[src/rtl/aes_pkg.sv]
// aes_pkg: shared FSM states, GF(2^8) constants and helpers for the MixColumns engine
package aes_pkg;
  typedef enum logic [1:0] {IDLE, BUSY, DONE} state_t;
  localparam logic [7:0] POLY = 8'h1b;
  localparam logic [31:0] FWD_COEF = 32'h02030101;
  localparam logic [31:0] INV_COEF = 32'h0e0b0d09;
  function automatic logic [7:0] xtime(input logic [7:0] b);
    return {b[6:0], 1'b0} ^ (b[7] ? POLY : 8'h00);
  endfunction
  // shift-and-add multiply; constant coefficients fold away in synthesis
  function automatic logic [7:0] gmul(input logic [7:0] b, input logic [7:0] c);
    logic [7:0] p, acc;
    p = b;
    acc = '0;
    for (int i = 0; i < 8; i++) begin
      acc ^= c[i] ? p : 8'h00;
      p = xtime(p);
    end
    return acc;
  endfunction
endpackage

[src/rtl/mix_col_word.sv]
// mix_col_word: one-column (Inv)MixColumns, combinational
module mix_col_word
  import aes_pkg::*;
#(
  parameter int INV_EN = 1
) (
  input  logic [31:0] col,
  input  logic        inv,
  output logic [31:0] result
);
  logic [31:0] coef;
  assign coef = (INV_EN != 0 && inv) ? INV_COEF : FWD_COEF;
  // row r multiplies byte j by the circulant coefficient at (j - r) mod 4
  always_comb begin
    result = '0;
    for (int r = 0; r < 4; r++)
      for (int j = 0; j < 4; j++)
        result[31-8*r -: 8] ^= gmul(col[31-8*j -: 8], coef[31-8*((j-r)&3) -: 8]);
  end
endmodule

[src/rtl/mix_column_engine.sv]
// mix_column_engine: iterative AES (Inv)MixColumns over a 128-bit state
module mix_column_engine
  import aes_pkg::*;
#(
  parameter int COLS_PER_CYCLE = 1,
  parameter int INV_EN = 1
) (
  input  logic         clk,
  input  logic         rst_n,
  input  logic         in_valid,
  output logic         in_ready,
  input  logic         mode,
  input  logic [127:0] din,
  output logic         out_valid,
  input  logic         out_ready,
  output logic [127:0] dout
);
  // STEP truncates to 0 when all four columns go at once, so the counter stays at 0
  localparam logic [1:0] STEP = 2'(COLS_PER_CYCLE);
  localparam logic [1:0] LAST = 2'(4 - COLS_PER_CYCLE);
  state_t state, state_n;
  logic [127:0] work, work_n;
  logic mode_q, accept;
  logic [1:0] cnt;
  logic [1:0] idx [COLS_PER_CYCLE];
  logic [31:0] col_in [COLS_PER_CYCLE];
  logic [31:0] col_out [COLS_PER_CYCLE];
  assign in_ready = state == IDLE;
  assign out_valid = state == DONE;
  assign dout = work;
  assign accept = in_valid && in_ready;
  genvar g;
  generate
    for (g = 0; g < COLS_PER_CYCLE; g++) begin : g_col
      assign idx[g] = cnt + 2'(g);
      assign col_in[g] = work[127-32*idx[g] -: 32];
      mix_col_word #(.INV_EN(INV_EN)) u_mix (
        .col(col_in[g]),
        .inv(mode_q),
        .result(col_out[g])
      );
    end
  endgenerate
  always_comb begin
    work_n = work;
    for (int k = 0; k < COLS_PER_CYCLE; k++)
      work_n[127-32*idx[k] -: 32] = col_out[k];
  end
  always_comb begin
    state_n = accept ? BUSY :
              (state == BUSY && cnt == LAST) ? DONE :
              (state == DONE && out_ready) ? IDLE : state;
  end
  always_ff @(posedge clk or negedge rst_n) begin
    if (!rst_n) begin
      state <= IDLE;
      work <= '0;
      mode_q <= 1'b0;
      cnt <= '0;
    end else begin
      state <= state_n;
      if (accept) begin
        work <= din;
        mode_q <= mode;
        cnt <= '0;
      end else if (state == BUSY) begin
        work <= work_n;
        cnt <= cnt + STEP;
      end
    end
  end
endmodule

[config.mk]
export PLATFORM = sky130hd
export DESIGN_NAME = mix_column_engine
export DESIGN_NICKNAME = d
export VERILOG_FILES = /design/src/rtl/aes_pkg.sv /design/src/rtl/mix_col_word.sv /design/src/rtl/mix_column_engine.sv
export SDC_FILE = /design/constraint.sdc
export NUM_CORES = 1
export LEC_CHECK = 0
export CAP_MARGIN = 40
export CORE_MARGIN = 8
export CORE_UTILIZATION = 47
export CTS_BUF_LIST = sky130_fd_sc_hd__clkbuf_4
export CTS_CLUSTER_SIZE = 24
export DETAILED_ROUTE_END_ITERATION = 10
export PLACE_DENSITY = 0.8
export SLEW_MARGIN = 10
export SYNTH_ARGS = -nofsm -noshare
export SYNTH_HDL_FRONTEND = slang
export SYNTH_HIERARCHICAL = 1
export SYNTH_SLANG_ARGS = --single-unit
[constraint.sdc]
create_clock -name clk -period 3.55 [get_ports clk]
set_input_delay 0.8875 -clock clk [delete_from_list [all_inputs] [get_ports clk]]
set_output_delay 0.8875 -clock clk [all_outputs]
set_load 0.02 [all_outputs]
# Word level (Yosys, flattened, before mapping)
# Cells that the tools add are included.
# classes
n_addsub	3
bitwise_logic	152
eq_ne	3
n_shift	3
reduce_logical	6
n_mux	165
# op_table
operator	n
8-bit XOR	150
8-bit 2-to-1 mux	128
128-bit 2-to-1 mux	2
32-bit by 34-bit variable shift with 159-bit output (first input constant)	1
159-bit by 33-bit indexed part select with 32-bit output	1
32-bit by 34-bit indexed part select with 159-bit output	1
5-bit 2-to-1 mux	28
128-bit bitwise mux	1
32-bit negator with 34-bit output	1
28-bit 2-to-1 mux	1
8-bit by 5-bit XOR with 8-bit output	2
2-bit 2-to-1 mux	5
7-bit by 7-bit subtractor with 8-bit output (first input constant)	1
2-bit equality test (second input constant)	2
1-bit logical AND	3
3-bit nonzero test	1
2-bit by 1-bit adder with 2-bit output (second input constant)	1
2-bit by 1-bit equality test with 1-bit output (second input constant)	1
2-bit logical NOT	1
2-bit nonzero test	1
# word_totals
wordCells	336
ff_bits	133
inputBits	133

# Longest topological paths before layout
# logic_depth
word_depth	25
ltp_mapped	11
ltp_nobuf	8

# By module
# The synthesis kept the hierarchy.
# modules_own_cells
mod	n_inst	cells_each	area_per_inst_um2	seq_area_each_um2
mix_column_engine	1	672	8343.0	3328.2
mix_col_word	1	252	2424.8	0.0

# Least setup slack after synthesis
# No wires, ideal clock.
# synth_timing
path_kind	register to register
start	register cnt[0]
end	register work[35], in the netlist dout[35]
slack_ns	-0.146
path_stages_with_launch	12
period_less_slack_ns	3.696
arrival_ns	3.571
cell_sequence	dfrtp_1 > buf_2 > buf_2 > mux4_2 > buf_2 > xnor2_2 > xnor3_1 > nand2_1 > xor2_1 > xor3_1 > a41o_1 > mux2_2
# synth_lines
item	line_no	text
from (decl)	mix_column_engine.sv:24	logic [1:0] cnt;
from (signal assigned)	mix_column_engine.sv:68	cnt <= cnt + STEP;
to (signal assigned)	mix_column_engine.sv:63	work <= din;
to (signal assigned)	mix_column_engine.sv:67	work <= work_n;
to (decl)	mix_column_engine.sv:22	logic [127:0] work, work_n;

==> reports/results.ini <==
[status]
status=complete, but fails checks
violations=negative setup slack

[clock_network]
cts.path.max_buffers=2
root_buffer=clkbuf_4
clkTransAtPathRegs_ns=0.15
insertion_delay_ns=0.57
ctsHoldBuffers=0
cts_buffers=17
cts_tree=done
htree_levels=4
numClockSinks=133

[yosys]
postSynthCellCount=924
syn_nets=1061
synth_ff_type=dfrtp_1
synth_edf_count=0
yosysSeqAreaShare=0.309
ys_seq_elements=133
synth.avg_cell_area_um2=11.7
yosysWarnings=6
async_flop_share=1.00
synth_top_area_share=0.309
synthTopCellsByArea=dfrtp_1 (31%), mux2_2 (10%), a41o_1 (8.9%)
synth_area_um2=10800
synth_top_cell_by_area=dfrtp_1
yosysUniqueCellTypes=39

[timing]
fin_crit_ns=3.56
tightest_slew_ns=0.892
fin_crit_sh=1.00
hold_viol=0
max_freq_mhz=281
clock_skew_ns=0.0281
setup_viol=1
slew_headroom=0.404
rsz0062_at_grt=true
slew_violations=0
layout_setup_ws_ns=-0.00733

[floorplanning]
dieWidth_um=167
dieArea_um2=28000
coreArea_um2=22600
die_y_um=167
pin_count=263
initial_core_util=0.477
num_rows=55

[finish]
stdcell_count=1526
area_growth_syn_to_layout_pct=39.2
nets=1363
drive_gt1_frac=0.287

[flow_run]
maxCapViolations=0

[hold_path]
min-delay-path-class=input port to async pin

[routing]
remaining_drc_errors=0
viasPerCell=6.64
vias=10100
wl_um=44900
dr.pass1.iters=5
drtIter0Drc=1160
wl_per_cell_um=29.4
ant_nets=0

[grt]
first_global_vias=10600
antenna_found_initial=2
grt_max_degree=71
grt.overflow.total=0
grt_use_total=0.313
grt_pass1_wl_um=67300

[worst_setup_path]
rr_startpoint=cnt[0]
cp-start-kind=flop
critical_path_class=flop to flop
endpoint_kind=flop
r2r_slack_ns=-0.007
crit_fanout=8
rr_endpoint=dout[99]
crit_required_ns=4.00
r2r_cells=9
crit_arrival_ns=4.01

[place]
post-place-cells=1477
dp_hpwl_um=32600
portBuffers=262
gp_congestion=1.02

==> per-stage QoR <==
step	instance area (um2)	setup TNS (ns)	hold WS [ns]	setup WS, ns	util
floorplan	10800	0	0.547	0.0285	-
global placement	14300	-1.44	0.512	-0.190	0.632
detailed placement	14300	-2.50	0.520	-0.201	0.633
CTS	14700	0	0.274	0.00140	0.652
global route	15000	-0.783	0.282	-0.0752	0.664
finish	15000	-0.00733	0.270	-0.00733	0.664
==> sequential cells by signal, indices dropped and copies added, names as in the netlist <==
register  count
cnt           2
dout        128
mode_q        1
state         2
==> logic make-up (layout without fill, tap and decap cells) <==
kind of cell | count (synthesis) | in the layout | synth area share
adder cells (fa/ha/maj) | 4 | 4 | 0.00465
other | 0 | 2 | 0
AND/OR/NAND/NOR | 182 | 182 | 0.128
flip-flops | 133 | 133 | 0.309
buffers and inverters | 123 | 438 | 0.0525
multiplexers | 133 | 133 | 0.173
XOR/XNOR | 194 | 194 | 0.199
AO/OA/AOI/OAI | 155 | 155 | 0.134
==> layer usage <==
| layer | part of all wire | global-route usage | vias up |
|---|---|---|---|
| met5 | 0 | 0 | - |
| met3 | 0.10 | 0.0712 | 115 |
| met2 | 0.48 | 0.510 | 769 |
| met4 | 0.036 | 0.124 | 0 |
| li1 | - | - | 4180 |
| met1 | 0.38 | 0.398 | 5075 |
==> placed cells by master (no fill, tap or decap), drive strengths merged <==
cell type and instances:
a211oi 18, a21oi 4, a221o 14, a22o 1, a2bb2oi 18, a31oi 1
a41o 96, and2 1, and3 15, buf 142, bufinv 4, clkbuf 17
clkdlybuf4s50 260, clkinv 2, clkinvlp 1, dfrtp 133, diode 2, ha 4
inv 12, mux2 99, mux2i 2, mux4 32, nand2 34, nand2b 4
nand3 18, nor2 8, nor2b 3, nor3b 1, nor4bb 96, o21ai 3
or2 1, or3b 1, xnor2 112, xnor3 23, xor2 55, xor3 4
==> what timing repair did <==
action,in CTS,in global routing
endpoints found under the hold margin,0,0
buffers inserted,5,9
setup endpoints to repair,57,61
pin swaps,1,5
gates resized for setup,9,29
==> worst max-delay path, stage by stage, from the launching register on <==
cell	delay [ns]
dfrtp_4	0.57
buf_12	0.17
mux4_2	0.64
xnor2_2	0.27
xnor3_1	0.44
nand2_2	0.12
xor2_2	0.24
xor3_2	0.46
a41o_1	0.26
mux2_2	0.26
==> cells in the mapped netlist (3+ instances only) <==
cell,instances
a211oi_1,18
a21oi_1,4
a221o_1,14
a2bb2oi_1,18
a41o_1,96
and3_1,15
buf_1,4
buf_2,35
buf_4,4
buf_6,6
clkbuf_1,70
dfrtp_1,133
ha_1,4
inv_1,4
mux2_2,98
mux4_2,32
nand2_1,34
nand2b_1,4
nand3_1,18
nor2_1,8
nor2b_1,3
nor4bb_1,96
o21ai_0,3
xnor2_1,107
xnor2_2,3
xnor3_1,22
xor2_1,55
xor3_1,3
==> final cells by class <==
cell class	instances	area [um2]
Fill cell	1690	7580
Multi-Input combinational cell	668	7150
Timing Repair Buffer	402	3780
Sequential cell	133	3340
Tap cell	285	357
Clock inverter	15	216
Clock buffer	17	128
Inverter	4	15.0
Antenna cell	2	5.00
==> worst max-delay path by stage <==
stage | slack, ns | endpoint | depth (start not counted) | startpoint
5_1_grt | -0.08 | dout[69] | 12 | cnt[0]
4_1_cts | 0.001 | dout[124] | 10 | cnt[0]
2_1_floorplan | 0.03 | dout[124] | 11 | cnt[0]
6_report | -0.007 | dout[99] | 9 | cnt[0]
3_3_place_gp | -0.19 | dout[99] | 9 | cnt[0]
3_5_place_dp | -0.20 | dout[67] | 9 | cnt[0]
Power is not shown: default switching activity piles up to over one toggle a cycle in this logic, so the estimate is an artifact.
